<file path="src/rtl/uart_pkg.sv">
// Shared types and constants for the UART receive word packer.
//   WORD_W / BYTE_W / BYTES_PER_WORD : word geometry (4 little-endian bytes per word)
//   byte_idx_t                       : lane index of the next byte within a word
//   word_t                           : packed 32-bit word
//   LAST_IDX                         : lane index whose byte completes a word
package uart_pkg;

  localparam int WORD_W         = 32;
  localparam int BYTE_W         = 8;
  localparam int BYTES_PER_WORD = 4;

  typedef logic [1:0]        byte_idx_t;
  typedef logic [WORD_W-1:0] word_t;

  localparam byte_idx_t LAST_IDX = byte_idx_t'(BYTES_PER_WORD - 1);

endpackage

</file>
<file path="src/rtl/word_fifo.sv">
// First-word-fall-through FIFO of 32-bit words.
//   clk, rstn  : clock, asynchronous active-low reset (empties the FIFO)
//   push, din  : write request; accepted when not full, or when a pop happens in the same cycle
//   pop        : read request; ignored when empty
//   dout       : head word, forced to 0 while empty
//   full/empty : occupancy flags
//   count      : words held, 0..DEPTH
// DEPTH must be a power of two so the pointers wrap naturally.
module word_fifo
  import uart_pkg::*;
#(
  parameter int DEPTH = 8
) (
  input  logic                   clk,
  input  logic                   rstn,
  input  logic                   push,
  input  logic                   pop,
  input  word_t                  din,
  output word_t                  dout,
  output logic                   full,
  output logic                   empty,
  output logic [$clog2(DEPTH):0] count
);

  localparam int PTR_W = $clog2(DEPTH);

  word_t            mem [DEPTH];
  logic [PTR_W-1:0] rd_ptr;
  logic [PTR_W-1:0] wr_ptr;
  logic             wr_en;
  logic             rd_en;

  assign empty = (count == '0);
  assign full  = (count == (PTR_W + 1)'(DEPTH));
  assign rd_en = pop && !empty;
  // When full, a same-cycle pop frees the slot the write lands in (wr_ptr == rd_ptr).
  assign wr_en = push && (!full || rd_en);

  // NOTE: storage is deliberately not reset; dout is gated by empty, so
  // stale contents are never visible and the array maps onto plain RAM/flops.
  always_ff @(posedge clk) begin
    if (wr_en) mem[wr_ptr] <= din;
  end

  always_ff @(posedge clk or negedge rstn) begin
    if (!rstn) begin
      rd_ptr <= '0;
      wr_ptr <= '0;
      count  <= '0;
    end else begin
      if (wr_en) wr_ptr <= wr_ptr + 1'b1;
      if (rd_en) rd_ptr <= rd_ptr + 1'b1;
      case ({wr_en, rd_en})
        2'b10:   count <= count + 1'b1;
        2'b01:   count <= count - 1'b1;
        default: count <= count;
      endcase
    end
  end

  assign dout = empty ? '0 : mem[rd_ptr];

endmodule

</file>
<file path="src/rtl/uart_rx_word_packer.sv">
// Packs the UART receiver's byte stream into little-endian 32-bit words and
// buffers them in a FWFT FIFO with a valid/ready interface.
//   clk, rstn     : clock, asynchronous active-low reset
//   byte_in       : received byte, qualified by the one-cycle byte_valid pulse
//   ferr_in       : framing-error level; bytes are ignored while it is high
//   word_out      : head word {b3,b2,b1,b0}, b0 received first; 0 when empty
//   word_valid    : FIFO non-empty; word_ready accepts the head word
//   count         : words held
//   overflow      : sticky, a completed word was dropped because the FIFO was full
//   frame_err     : sticky, rising edge of ferr_in seen
//   clear_err     : clears both sticky flags (a same-cycle set event wins)
//   timeout_pulse : one-cycle pulse when an idle partial word is discarded
//                   (present only with UART_RX_WORD_TIMEOUT_EN defined)
// Optional feature macro: UART_RX_WORD_TIMEOUT_EN. Without it partial words
// wait indefinitely for their remaining bytes.
module uart_rx_word_packer
  import uart_pkg::*;
#(
  parameter int DEPTH        = 8,
  parameter int TIMEOUT_CLKS = 100000
) (
  input  logic                   clk,
  input  logic                   rstn,
  input  logic [BYTE_W-1:0]      byte_in,
  input  logic                   byte_valid,
  input  logic                   ferr_in,
  output word_t                  word_out,
  output logic                   word_valid,
  input  logic                   word_ready,
  output logic [$clog2(DEPTH):0] count,
  output logic                   overflow,
  output logic                   frame_err,
  input  logic                   clear_err
`ifdef UART_RX_WORD_TIMEOUT_EN
  ,
  output logic                   timeout_pulse
`endif
);

  if (DEPTH < 2 || (DEPTH & (DEPTH - 1)) != 0 || TIMEOUT_CLKS < 2) begin : g_param_check
    $error("uart_rx_word_packer: DEPTH must be a power of two >= 2, TIMEOUT_CLKS >= 2");
  end

  byte_idx_t                idx;
  logic [WORD_W-BYTE_W-1:0] lanes;     // bytes 0..2 of the word being assembled
  logic                     ferr_q;
  logic                     ferr_rise;
  logic                     byte_acc;
  logic                     push;
  logic                     pop;
  logic                     full;
  logic                     empty;
  logic                     drop;
  logic                     timeout_fire;

  assign ferr_rise  = ferr_in && !ferr_q;
  assign byte_acc   = byte_valid && !ferr_in;
  // The 4th byte goes straight into the FIFO alongside the three stored lanes.
  assign push       = byte_acc && (idx == LAST_IDX);
  assign word_valid = !empty;
  assign pop        = word_valid && word_ready;
  assign drop       = push && full && !pop;

  word_fifo #(.DEPTH(DEPTH)) u_fifo (
    .clk   (clk),
    .rstn  (rstn),
    .push  (push),
    .pop   (pop),
    .din   ({byte_in, lanes}),
    .dout  (word_out),
    .full  (full),
    .empty (empty),
    .count (count)
  );

  always_ff @(posedge clk or negedge rstn) begin
    if (!rstn) begin
      idx    <= '0;
      lanes  <= '0;
      ferr_q <= 1'b0;
    end else begin
      ferr_q <= ferr_in;
      // A completed word wraps idx to 0 even when it is dropped.
      if (ferr_rise || timeout_fire) begin
        idx <= '0;
      end else if (byte_acc) begin
        idx <= idx + byte_idx_t'(1);
        case (idx)
          2'd0:    lanes[0*BYTE_W +: BYTE_W] <= byte_in;
          2'd1:    lanes[1*BYTE_W +: BYTE_W] <= byte_in;
          2'd2:    lanes[2*BYTE_W +: BYTE_W] <= byte_in;
          default: ;
        endcase
      end
    end
  end

  // Set events take priority over clear_err.
  always_ff @(posedge clk or negedge rstn) begin
    if (!rstn) begin
      overflow  <= 1'b0;
      frame_err <= 1'b0;
    end else begin
      if (drop)           overflow <= 1'b1;
      else if (clear_err) overflow <= 1'b0;
      if (ferr_rise)      frame_err <= 1'b1;
      else if (clear_err) frame_err <= 1'b0;
    end
  end

`ifdef UART_RX_WORD_TIMEOUT_EN
  localparam int TO_W = $clog2(TIMEOUT_CLKS);

  logic [TO_W-1:0] to_cnt;

  // An accepted byte in the would-be timeout cycle wins.
  assign timeout_fire = (idx != '0) && !byte_acc && !ferr_rise &&
                        (to_cnt == TO_W'(TIMEOUT_CLKS - 1));

  always_ff @(posedge clk or negedge rstn) begin
    if (!rstn) begin
      to_cnt        <= '0;
      timeout_pulse <= 1'b0;
    end else begin
      timeout_pulse <= timeout_fire;
      if (idx == '0 || byte_acc || ferr_rise || timeout_fire) to_cnt <= '0;
      else                                                     to_cnt <= to_cnt + 1'b1;
    end
  end
`else
  assign timeout_fire = 1'b0;
`endif

endmodule

</file>
<file path="config.mk">
export PLATFORM = sky130hd
export DESIGN_NAME = uart_rx_word_packer
export DESIGN_NICKNAME = d
export VERILOG_FILES = /design/src/rtl/uart_pkg.sv /design/src/rtl/word_fifo.sv /design/src/rtl/uart_rx_word_packer.sv
export SDC_FILE = /design/constraint.sdc
export NUM_CORES = 1
export LEC_CHECK = 0
export BUFFER_PORTS_ARGS = -buffer_cell sky130_fd_sc_hd__buf_2
export CAP_MARGIN = 25
export CORE_MARGIN = 2
export CORE_UTILIZATION = 55
export CTS_BUF_LIST = sky130_fd_sc_hd__clkbuf_8
export DETAILED_ROUTE_END_ITERATION = 16
export GPL_TIMING_DRIVEN = 0
export MAX_ROUTING_LAYER = met4
export PLACE_DENSITY = 0.76
export SLEW_MARGIN = 20
export SYNTH_ARGS = -nofsm -noshare
export SYNTH_HDL_FRONTEND = slang
export SYNTH_SLANG_ARGS = --single-unit
</file>
<file path="constraint.sdc">
create_clock -name clk -period 5.45 [get_ports clk]
set_input_delay 0.8175 -clock clk [delete_from_list [all_inputs] [get_ports clk]]
set_output_delay 0.8175 -clock clk [all_outputs]
set_load 0.005 [all_outputs]
</file>
# Word-level counts from Yosys, hierarchy flattened
# Memory sizes are Yosys's and may differ from the RTL's.
# Cells that the tools add are included.
# W data, S select, Z words.
[op_classes] muxes=9 reduce_logical=23 n_addsub=5 bitwise=1 n_eq_ne=6
[op_table] operator="$mux W32" count=1
[op_table] operator="$reduce_and A3 Y1" count=3
[op_table] operator="$logic_and A1 B1 Y1" count=8
[op_table] operator="$pmux W4 S2" count=1
[op_table] operator="$reduce_bool A2 Y1" count=4
[op_table] operator="$add A3 B1 Y3 const B" count=2
[op_table] operator="$eq A2 B2 Y1 const B" count=3
[op_table] operator="$logic_not A1 Y1" count=5
[op_table] operator="$mux W1" count=5
[op_table] operator="$add A4 B1 Y4 const B" count=1
[op_table] operator="$eq A2 B1 Y1 const B" count=2
[op_table] operator="$eq A4 B4 Y1 const B" count=1
[op_table] operator="$logic_not A4 Y1" count=1
[op_table] operator="$mux W2" count=2
[op_table] operator="$sub A4 B1 Y4 const B" count=1
[op_table] operator="$add A2 B1 Y2 const B" count=1
[op_table] operator="$logic_not A2 Y1" count=1
[op_table] operator="$logic_or A1 B1 Y1" count=1
[op_table] operator="$not A1 Y1" count=1
[totals] ramBits=256 wordCells=55 reg_bits=39 out_inout_bits=39 input_bits=14 n_memories=1
[mem_list] memory="u_fifo.mem" words=8 word_bits=32 read_ports=1 rd_ports_with_merged_regs=0 write_ports=1 line="word_fifo.sv:27" source="word_t mem [DEPTH];"

# Longest topological paths before layout
# Gate-level depths: netlist (run 1).
[logic_depth] word_depth=8 mapped_depth=12 mapped_depth_nobuf=11

# Hierarchy
# A second synthesis (run 1) with hierarchy kept.
[unflattened] cells_unflattened=546 hier_area_um2=11639.9
[by_module_without_submodules] mod="word_fifo" area_each_um2=10339.9 seq_area_each_um2=7937.6 instances=1 cells_per_inst=471
[by_module_without_submodules] mod="uart_rx_word_packer" area_each_um2=1300.0 seq_area_each_um2=725.7 instances=1 cells_per_inst=75

# Worst setup path before layout (run 1)
# OpenSTA, ideal clock, no wires.
[synth_timing] path_kind="input-to-reg" start="input port ferr_in" end="memory u_fifo.mem[0][0] (netlist bit), enable pin" path_buffers=0 setup_slack_ns=0.456 cell_stages=4 t_arrival_ns=4.492 path_cell_list="and3b_1 > o21a_1 > clkinv_1 > nor4_1"
[synth_via] elab_chain_len=6
[synth_lines] element="start: declaration" line="uart_rx_word_packer.sv:26" source="input logic ferr_in,"
[synth_lines] element="$logic_not A1 Y1" line="uart_rx_word_packer.sv:57" source="assign byte_acc = byte_valid && !ferr_in;"
[synth_lines] element="$logic_and A1 B1 Y1" line="uart_rx_word_packer.sv:57"
[synth_lines] element="$logic_and A1 B1 Y1" line="uart_rx_word_packer.sv:59" source="assign push = byte_acc && (idx == LAST_IDX);"
[synth_lines] element="$logic_and A1 B1 Y1" line="word_fifo.sv:37" source="assign wr_en = push && (!full || rd_en);"
[synth_lines] element="$mux W1" line="word_fifo.sv:42" source="if (wr_en) mem[wr_ptr] <= din;"
[synth_lines] element="$mux W1 (not written as such)" line="word_fifo.sv:42"
[synth_lines] element="end: declaration" line="word_fifo.sv:27"
# Every way passes these cells.

# Final worst setup path (run 1)
[layout_timing] start="register u_fifo.rd_ptr[1]" end="output port word_out[16]"
[layout_via] elab_chain_len=2
[layout_lines] element="start: declaration" line="word_fifo.sv:28" source="logic [PTR_W-1:0] rd_ptr;"
[layout_lines] element="start signal: assignment" line="word_fifo.sv:52" source="if (rd_en) rd_ptr <= rd_ptr + 1'b1;"
[layout_lines] element="$mem_v2 Z8 W32"
[layout_lines] element="$mux W32" line="word_fifo.sv:61" source="assign dout = empty ? '0 : mem[rd_ptr];"
[layout_lines] element="end: declaration" line="uart_rx_word_packer.sv:27" source="output word_t word_out,"
# Every way passes these cells.

==> flow_metrics.env, run 1 <==
export IMPL_start_util_pct=56.3
export IMPL_cts_clk_slew_worst_paths_ps=60
export IMPL_busiest_layer="met2"
export IMPL_drt_iter0_drc=509
export IMPL_dieHeight_um=148
export IMPL_nets=691
export IMPL_vdd_ir_drop_max_mv=0.249
export IMPL_core_um2=20300
export IMPL_cts_resized=0
export IMPL_setup_worst_path_end_class="output port"
export IMPL_cp_arrival_ps=2700
export IMPL_worstSkewPairLatency_ps=560
export IMPL_cts_tree="yes"
export IMPL_postCtsSetupBuffers=0
export IMPL_die_w_um=148
export IMPL_max_cap_violations=0
export IMPL_netlist_area_leader_share_pct=67.3
export IMPL_grt_max_degree=40
export IMPL_synth_most_common_cell="edfxtp_1"
export IMPL_rsz0062_at_grt="no"
export IMPL_synth_area_leader_cell="edfxtp_1"
export IMPL_drc_errors=0
export IMPL_htreeDepth=2
export IMPL_slew_limit_headroom_pct=36.3
export IMPL_p_per_area_nw_per_um2=482
export IMPL_vias_per_cell=5.77
export IMPL_grt_pass1_vias=5885
export IMPL_drt_pass1_iterations=4
export IMPL_synth_area_um2=11400
export IMPL_synth_nets=564
export IMPL_clock_sinks=295
export IMPL_place_gp_congestion=0.740
export IMPL_critical_path_startpoint_type="register"
export IMPL_tightest_slew_ps=955
export IMPL_required_ps=4630
export IMPL_fmax_mhz=284
export IMPL_grt_util_met3_pct=3.34
export IMPL_port_buffers=52
export IMPL_grt_antenna_before_repair=0
export IMPL_fin_crit_sh_pct=64.6
export IMPL_hold_viol_final=0
export IMPL_ys_seq_elements=295
export IMPL_yosysWarningCount=0
export IMPL_postRouteAntennaNets=0
export IMPL_async_reset_ff_share_pct=13.2
export IMPL_final_area_um2=13200
export IMPL_met2_usage_pct=35.3
export IMPL_yosysUniqueCellTypes=36
export IMPL_hold_class="input pin to asynchronous set/reset pin"
export IMPL_numCtsBuffers=45
export IMPL_dpl_cell_area_um2=12400
export IMPL_antenna_cells=0
export IMPL_power_mw=6.35
export IMPL_drt_total_wl_um=22900
export IMPL_crit_type="register to output port"
export IMPL_synth_main_ff_cell="edfxtp_1"
export IMPL_cts_buffer_depth=3
export IMPL_outcome="completed"
export IMPL_vias=5604
export IMPL_area_growth_pct=15.4
export IMPL_syn_inst=541
export IMPL_path_max_fanout=10
export IMPL_drv_slew=0
export IMPL_period_minus_slack_ps=3520
export IMPL_ys_seq_area_share_pct=75.9
export IMPL_syn_area_per_cell_um2=21.1
export IMPL_use_met1_pct=30.2
export IMPL_leakagePower_nw=4.69
export IMPL_core_rowCount=52
export IMPL_root_buffer="clkbuf_8"
export IMPL_dpl_hpwl_um=14800
export IMPL_grt_total_usage_pct=22.3
export IMPL_grt_first_pass_wirelength_um=34700
export IMPL_synthTopCellsByArea="edfxtp_1 (67%), mux4_2 (13%), dfrtp_1 (8.5%), mux2i_1 (2.9%), mux2_2 (2.5%)"
export IMPL_dieArea_um2=21900
export IMPL_finalSetupViolCount=0
export IMPL_wire_per_inst_um=23.5
export IMPL_pin_count=53
export IMPL_synth_edf_count=256
export IMPL_ys_top_cells_by_count="edfxtp_1 (256), mux4_2 (64), dfrtp_1 (39)"
export IMPL_cts_hold_fix_buffers=0
export IMPL_drive_above_1_share_pct=34.9
export IMPL_grt_overflow=0
export IMPL_clock_skew_ps=9.52
worst max-delay path, cell delays in order (launching register included):
cell     delay [ps]
dfrtp_1         390
buf_2           290
buf_1           650
mux4_2          410
mux2i_1         200
nor2_1           60
buf_2           150
metrics by stage:
| stage | util, % | setup TNS (ps) | hold slack [ps] | setup slack, ps | std cells |
|---|---|---|---|---|---|
| 2_1_floorplan | - | 0 | 455 | 456 | 541 |
| 4_1_cts | 64.9 | 0 | 430 | 1910 | 972 |
| 3_3_place_gp | 59.2 | -216890 | 478 | -2710 | 863 |
| 5_1_grt | 64.9 | 0 | 305 | 1780 | 972 |
| 3_5_place_dp | 60.9 | 0 | 505 | 2170 | 891 |
| 6_report | 64.9 | 0 | 267 | 1930 | 972 |
area by class of cell:
type	instances	area [µm²]
plain buffers	22	103
well taps	270	338
clock buffers	46	633
flip-flops and latches	295	8660
repair buffers	80	563
multi-input cells	217	2680
clock inverters	35	171
fillers	1354	7120
inverters	7	26.3
metal layers:
layer / vias up / share of wire (%) / routed length [µm]
li1: 2443 / - / -
met1: 2883 / 40 / 9230
met2: 239 / 51 / 11600
met3: 39 / 6.6 / 1500
met4: 0 / 2.3 / 524
met5: - / 0 / 0
layout by cell type (no fill, tap or decap), drive strengths merged, types with 16 or more instances in the layout:
| master | Yosys | routed |
|---|---|---|
| edfxtp | 256 | 256 |
| buf | 16 | 96 |
| mux4 | 64 | 64 |
| clkbuf | 6 | 52 |
| dfrtp | 39 | 39 |
| nor2 | 38 | 38 |
| mux2i | 33 | 33 |
| mux2 | 26 | 26 |
| inv | 6 | 23 |
| clkinv | 1 | 16 |
sequential cells by signal, indices dropped and copies added (netlist names):
| register | count |
|---|---|
| frame_err | 1 |
| idx | 2 |
| u_fifo.count | 4 |
| ferr_q | 1 |
| u_fifo.rd_ptr | 3 |
| overflow | 1 |
| u_fifo.mem | 256 |
| lanes | 24 |
| u_fifo.wr_ptr | 3 |
where the power goes:
part	internal (mW)	total, mW	leakage [nW]	switching [mW]
registers	2.78	3.01	2.78	0.233
logic	0.867	1.71	1.43	0.841
clock network	0.832	1.63	0.471	0.799
worst paths after layout:
| check | cells after the start | slack [ps] | to | start |
|---|---|---|---|---|
| worst max-delay path | 6 | 1930 | word_out[16] | u_fifo.rd_ptr[1]$_DFFE_PN0P_ |
| worst min-delay path | 1 | 270 | lanes[0]$_DFFE_PN0P_ | rstn |
| worst max register to register | 7 | 2660 | u_fifo.mem[1][10]$_DFFE_PP_ | idx[0]$_DFFE_PN0P_ |
| worst min register to register | 1 | 500 | frame_err$_DFFE_PN0P_ | ferr_q$_DFF_PN0_ |
| max in group asynchronous | 1 | 4770 | lanes[14]$_DFFE_PN0P_ | rstn |
| min in group clk | 1 | 450 | ferr_q$_DFF_PN0_ | ferr_in |
logic make-up after synthesis:
logic type / after synthesis / synth area share [%]
XOR/XNOR: 10 / 0.767
flip-flops: 295 / 75.9
AO/OA/AOI/OAI: 9 / 0.504
multiplexers: 123 / 18.1
buffers and inverters: 29 / 1.13
adder cells (fa/ha/maj): 9 / 0.986
AND/OR/NAND/NOR: 66 / 2.65
No activity file was read; power rests on OpenSTA's default activity.
==> inputs of run 2 (changes only) <==
ABC_AREA = 1   (was default)
PLACE_DENSITY = 0.78   (was 0.76)
clock period = 3 ns   (was 5.45 ns; I/O delays follow)
==> flow_metrics.env, run 2 <==
export IMPL_grt_overflow=0
export IMPL_slowest_stage="dfrtp_1"
export IMPL_cts_clk_slew_worst_paths_ps=60
export IMPL_max_cap_violations=0
export IMPL_timing_rr_end="u_fifo.mem[6][18]$_DFFE_PP_"
export IMPL_drt_pass1_iterations=5
export IMPL_place_gp_congestion=0.821
export IMPL_core_rowCount=53
export IMPL_synth_nets=971
export IMPL_grt_antenna_before_repair=0
export IMPL_postRouteAntennaNets=0
export IMPL_synth_area_leader_cell="edfxtp_1"
export IMPL_synth_main_ff_cell="edfxtp_1"
export IMPL_syn_inst=948
export IMPL_required_ps=2550
export IMPL_root_buffer="clkbuf_8"
export IMPL_final_cell_mix="edfxtp_1 (256), nor2_1 (231), o21ai_0 (152)"
export IMPL_reg_top3="u_fifo.mem x256, lanes x24, u_fifo.count x4"
export IMPL_dieArea_um2=22600
export IMPL_r2r_cells=8
export IMPL_die_w_um=150
export IMPL_drv_slew=0
export IMPL_setup_worst_path_end_class="output port"
export IMPL_ys_seq_area_share_pct=73.6
export IMPL_cp_arrival_ps=2410
export IMPL_fmax_mhz=349
export IMPL_core_um2=21000
export IMPL_p_per_area_nw_per_um2=960
export IMPL_cpMostUsedCell="nor2_1"
export IMPL_outcome="completed"
export IMPL_finalSetupViolCount=0
export IMPL_ys_top_cells_by_count="edfxtp_1 (256), nor2_1 (231), o21ai_0 (152)"
export IMPL_critical_path_startpoint_type="register"
export IMPL_synthTopCellsByArea="edfxtp_1 (65%), dfrtp_1 (8.3%), nor2_1 (7.4%), o21ai_0 (6.5%), nand2_1 (2.7%)"
export IMPL_hold_class="input pin to asynchronous set/reset pin"
export IMPL_area_growth_pct=15.2
export IMPL_grt_first_pass_wirelength_um=42300
export IMPL_synth_area_um2=11800
export IMPL_worstSkewPairLatency_ps=570
export IMPL_dieHeight_um=150
export IMPL_tightest_slew_ps=939
export IMPL_reg2reg_from="idx[0]$_DFFE_PN0P_"
export IMPL_rsz0062_at_grt="no"
export IMPL_path_cells="inv_1 -> clkbuf_2 -> o21ai_0 -> o22ai_1 -> nor2_1 -> nor2_1 -> buf_2"
export IMPL_period_minus_slack_ps=2860
export IMPL_largest_register="u_fifo.mem"
export IMPL_numCtsBuffers=46
export IMPL_path_max_fanout=10
export IMPL_drt_iter0_drc=740
export IMPL_grt_pass1_vias=7713
export IMPL_syn_area_per_cell_um2=12.4
export IMPL_crit_type="register to output port"
export IMPL_wire_per_inst_um=20.1
export IMPL_grt_max_degree=40
export IMPL_hold_viol_final=0
export IMPL_hold_slack_ps=13.4
export IMPL_clock_sinks=295
export IMPL_clock_skew_ps=19.8
export IMPL_leakagePower_nw=5.14
export IMPL_synth_most_common_cell="edfxtp_1"
export IMPL_vdd_ir_drop_max_mv=0.581
export IMPL_drt_total_wl_um=27900
export IMPL_r2r_setup_slack_ps=360
export IMPL_cpPeakStageDelay_ps=520
export IMPL_async_reset_ff_share_pct=13.2
export IMPL_htreeDepth=2
export IMPL_cts_buffer_depth=3
export IMPL_pin_count=53
export IMPL_vias_per_cell=5.74
export IMPL_cts_tree="yes"
export IMPL_port_buffers=52
export IMPL_synth_edf_count=256
export IMPL_nets=1099
export IMPL_grt_total_usage_pct=25.8
export IMPL_yosysUniqueCellTypes=25
export IMPL_drive_above_1_share_pct=17.3
export IMPL_layout_commonest_cell="edfxtp_1"
export IMPL_largest_reg_flops=256
export IMPL_yosysWarningCount=0
export IMPL_vias=7973
export IMPL_dpl_hpwl_um=18600
export IMPL_antenna_cells=0
export IMPL_postCtsSetupBuffers=0
export IMPL_ys_seq_elements=295
export IMPL_start_util_pct=56.0
export IMPL_fin_crit_sh_pct=95.5
export IMPL_netlist_area_leader_share_pct=65.3
export IMPL_slew_limit_headroom_pct=37.4
export IMPL_postLayoutCoreUtil_pct=64.5
export IMPL_drc_errors=0
[run 2: stage by stage]
stage,std cells,instance area [µm²],power (mW),setup slack [ps],setup TNS [ps]
after detailed placement,1303,12600,9.74,243,0
final,1388,13600,13.0,135,0
after global routing,1388,13600,13.7,20.4,0
after global placement,1275,12400,9.54,-2700,-648650
after floorplan,948,11800,7.99,-662,-169570
after CTS,1389,13600,13.0,22.0,0
[run 2: area by class of cell]
| type | count | area, µm² |
|---|---|---|
| Clock buffer | 56 | 771 |
| Clock inverter | 29 | 145 |
| Inverter | 28 | 105 |
| Timing Repair Buffer | 81 | 492 |
| Multi-Input combinational cell | 570 | 2720 |
| Sequential cell | 295 | 8660 |
| Tap cell | 275 | 344 |
| Buffer | 54 | 334 |
| Fill cell | 1546 | 7450 |
[run 2: cells by family (layout without fill, tap and decap cells)]
family | Yosys count | count (layout) | synth area share, %
flops | 295 | 295 | 73.6
simple gates | 330 | 330 | 10.7
fa+ha+maj | 9 | 9 | 0.956
buf+inv | 83 | 248 | 3.71
compound gates | 225 | 225 | 10.6
xor+xnor | 6 | 6 | 0.446
[run 2: timing repair]
item	in CTS	in global routing
resized for setup	0	10
hold buffers	1	0
endpoints found under the setup margin	0	25
hold endpoints to repair	1	0
[run 2: where the power goes]
group	total [mW]	switching, mW	leakage [nW]	internal (mW)
clock	3.31	1.54	0.550	1.77
sequential	5.44	0.454	2.80	4.99
combinational	4.28	2.75	1.79	1.52
[run 2: routing by layer]
| layer | track usage, % | share of wire, % | wire, µm |
|---|---|---|---|
| met3 | 5.12 | 8.8 | 2450 |
| met4 | 9.34 | 2.4 | 679 |
| met1 | 33.7 | 40 | 11200 |
| met5 | - | 0 | 0 |
| met2 | 40.8 | 49 | 13600 |
[run 2: worst max-delay path by stage]
| stage | start | to | depth (start not counted) |
|---|---|---|---|
| floorplan | ferr_in | u_fifo.mem[0][0]$_DFFE_PP_ | 6 |
| global placement | ferr_in | u_fifo.mem[0][27]$_DFFE_PP_ | 7 |
| detailed placement | ferr_in | u_fifo.mem[5][27]$_DFFE_PP_ | 9 |
| CTS | u_fifo.rd_ptr[1]$_DFFE_PN0P_ | word_out[22] | 7 |
| global route | u_fifo.rd_ptr[1]$_DFFE_PN0P_ | word_out[12] | 6 |
| finish | u_fifo.rd_ptr[1]$_DFFE_PN0P_ | word_out[22] | 7 |
[run 2: critical path, delay by kind of cell (launching register included)]
family                 cells  cell delay, ps
buffers and inverters      3             790
AO/OA/AOI/OAI              2             250
AND/OR/NAND/NOR            2             280
flip-flops                 1             520
==> inputs of run 3 (changes only) <==
PLACE_DENSITY = 0.75   (was 0.78)
clock period = 3.7 ns   (was 3 ns; I/O delays follow)
==> flow_metrics.env, run 3 (same netlist as run 2, synthesis figures left out) <==
export IMPL_outcome="completed"
export IMPL_cts_clk_slew_worst_paths_ps=60
export IMPL_dieHeight_um=150
export IMPL_path_cells="inv_1 -> clkbuf_1 -> o21ai_0 -> o22ai_1 -> nor2_1 -> nor2_1 -> buf_2"
export IMPL_largest_register="u_fifo.mem"
export IMPL_cp_arrival_ps=2560
export IMPL_root_buffer="clkbuf_8"
export IMPL_period_minus_slack_ps=3120
export IMPL_largest_reg_flops=256
export IMPL_area_growth_pct=15.6
export IMPL_pre_cts_ws_ps=917
export IMPL_cpMostUsedCell="nor2_1"
export IMPL_fmax_mhz=321
export IMPL_grt_pass1_vias=7749
export IMPL_drt_iter0_drc=718
export IMPL_required_ps=3140
export IMPL_core_um2=21000
export IMPL_postRouteAntennaNets=0
export IMPL_grt_total_usage_pct=25.6
export IMPL_clock_sinks=295
export IMPL_grt_first_pass_wirelength_um=42200
export IMPL_cpPeakStageDelay_ps=500
export IMPL_die_w_um=150
export IMPL_port_buffers=52
export IMPL_pin_count=53
export IMPL_postLayoutCoreUtil_pct=64.7
export IMPL_core_rowCount=53
export IMPL_path_max_fanout=10
export IMPL_wire_per_inst_um=19.7
export IMPL_crit_type="register to output port"
export IMPL_drt_pass1_iterations=5
export IMPL_leakagePower_nw=5.13
export IMPL_htreeDepth=2
export IMPL_slowest_stage="dfrtp_1"
export IMPL_vias=7852
export IMPL_cts_tree="yes"
export IMPL_drt_total_wl_um=27300
export IMPL_rsz0062_at_grt="no"
export IMPL_grt_antenna_before_repair=0
export IMPL_final_area_um2=13600
export IMPL_start_util_pct=56.0
export IMPL_hold_class="input pin to asynchronous set/reset pin"
export IMPL_worstSkewPairLatency_ps=550
export IMPL_p_per_area_nw_per_um2=780
export IMPL_finalWorstSetupSlack_ps=583
export IMPL_dpl_cell_area_um2=12700
export IMPL_dieArea_um2=22600
export IMPL_critical_path_startpoint_type="register"
export IMPL_antenna_cells=0
export IMPL_hold_viol_final=0
export IMPL_drive_above_1_share_pct=16.8
export IMPL_final_cell_mix="edfxtp_1 (256), nor2_1 (231), o21ai_0 (152)"
export IMPL_drc_errors=0
export IMPL_setup_tns_final_ps=0
export IMPL_slew_limit_headroom_pct=39.4
export IMPL_cts_buffer_depth=3
export IMPL_max_cap_violations=0
export IMPL_hold_slack_ps=125
export IMPL_cts_resized=0
export IMPL_postCtsSetupBuffers=0
export IMPL_reg_top3="u_fifo.mem x256, lanes x24, u_fifo.count x4"
export IMPL_vias_per_cell=5.66
export IMPL_clock_skew_ps=14.0
export IMPL_fin_crit_sh_pct=84.2
export IMPL_numCtsBuffers=46
export IMPL_layout_commonest_cell="edfxtp_1"
export IMPL_grt_overflow=0
export IMPL_cts_hold_fix_buffers=0
export IMPL_setup_worst_path_end_class="output port"
export IMPL_nets=1099
export IMPL_place_gp_congestion=0.793
export IMPL_drv_slew=0
export IMPL_vdd_ir_drop_max_mv=0.461
export IMPL_grt_max_degree=40
export IMPL_tightest_slew_ps=909
export IMPL_finalSetupViolCount=0
export IMPL_dpl_hpwl_um=18400
run 3: cell types whose count changed in the layout (fill, tap and decap cells not counted), moves of 3 or more:
cell      change
inv_1         -3
clkinv_2      -3
clkbuf_2      -5
buf_4         -3
clkinv_1      +4
clkbuf_1      +6
buf_6         +3
run 3: layout make-up:
type / instances / area, µm²
tap: 275 / 344
timing repair buffer: 80 / 493
clock inverter: 27 / 156
inverter: 28 / 105
buffer: 55 / 332
fill: 1531 / 7410
clock buffer: 58 / 798
sequential: 295 / 8660
multi-input combinational: 570 / 2720
run 3: final timing paths:
kind / slack [ps] / endpoint / from / cells after the start
max reg2reg: 1160 / u_fifo.mem[6][28]$_DFFE_PP_ / idx[0]$_DFFE_PN0P_ / 8
min reg2reg: 520 / frame_err$_DFFE_PN0P_ / frame_err$_DFFE_PN0P_ / 2
max in group asynchronous: 2980 / lanes[3]$_DFFE_PN0P_ / rstn / 1
min in group clk: 130 / ferr_q$_DFF_PN0_ / ferr_in / 1
max: 580 / word_out[0] / u_fifo.rd_ptr[1]$_DFFE_PN0P_ / 7
min: 130 / u_fifo.count[0]$_DFFE_PN0P_ / rstn / 1
run 3: routing by layer:
| layer | track usage (%) | routed length, µm | vias up |
|---|---|---|---|
| li1 | - | - | 3637 |
| met1 | 33.6 | 11300 | 3835 |
| met2 | 41.4 | 13400 | 332 |
| met3 | 4.58 | 2040 | 48 |
| met4 | 7.50 | 522 | 0 |
| met5 | - | 0 | - |
run 3: worst max-delay path, delay by kind of cell (launching register included):
kind                   cells  cell delay, ps
AO/OA/AOI/OAI              2             380
flip-flops                 1             500
AND/OR/NAND/NOR            2             230
buffers and inverters      3             900
run 3: report_power, final:
part	switching, mW	internal [mW]	total, mW
clock	1.21	1.55	2.75
sequential	0.362	4.04	4.41
combinational	2.22	1.23	3.45
run 3: stage by stage:
step / power [mW] / cells
after detailed placement: 7.90 / 1303
final: 10.6 / 1388
after global placement: 7.75 / 1275
after CTS: 10.6 / 1388
after floorplan: 6.48 / 948
after global routing: 11.2 / 1388
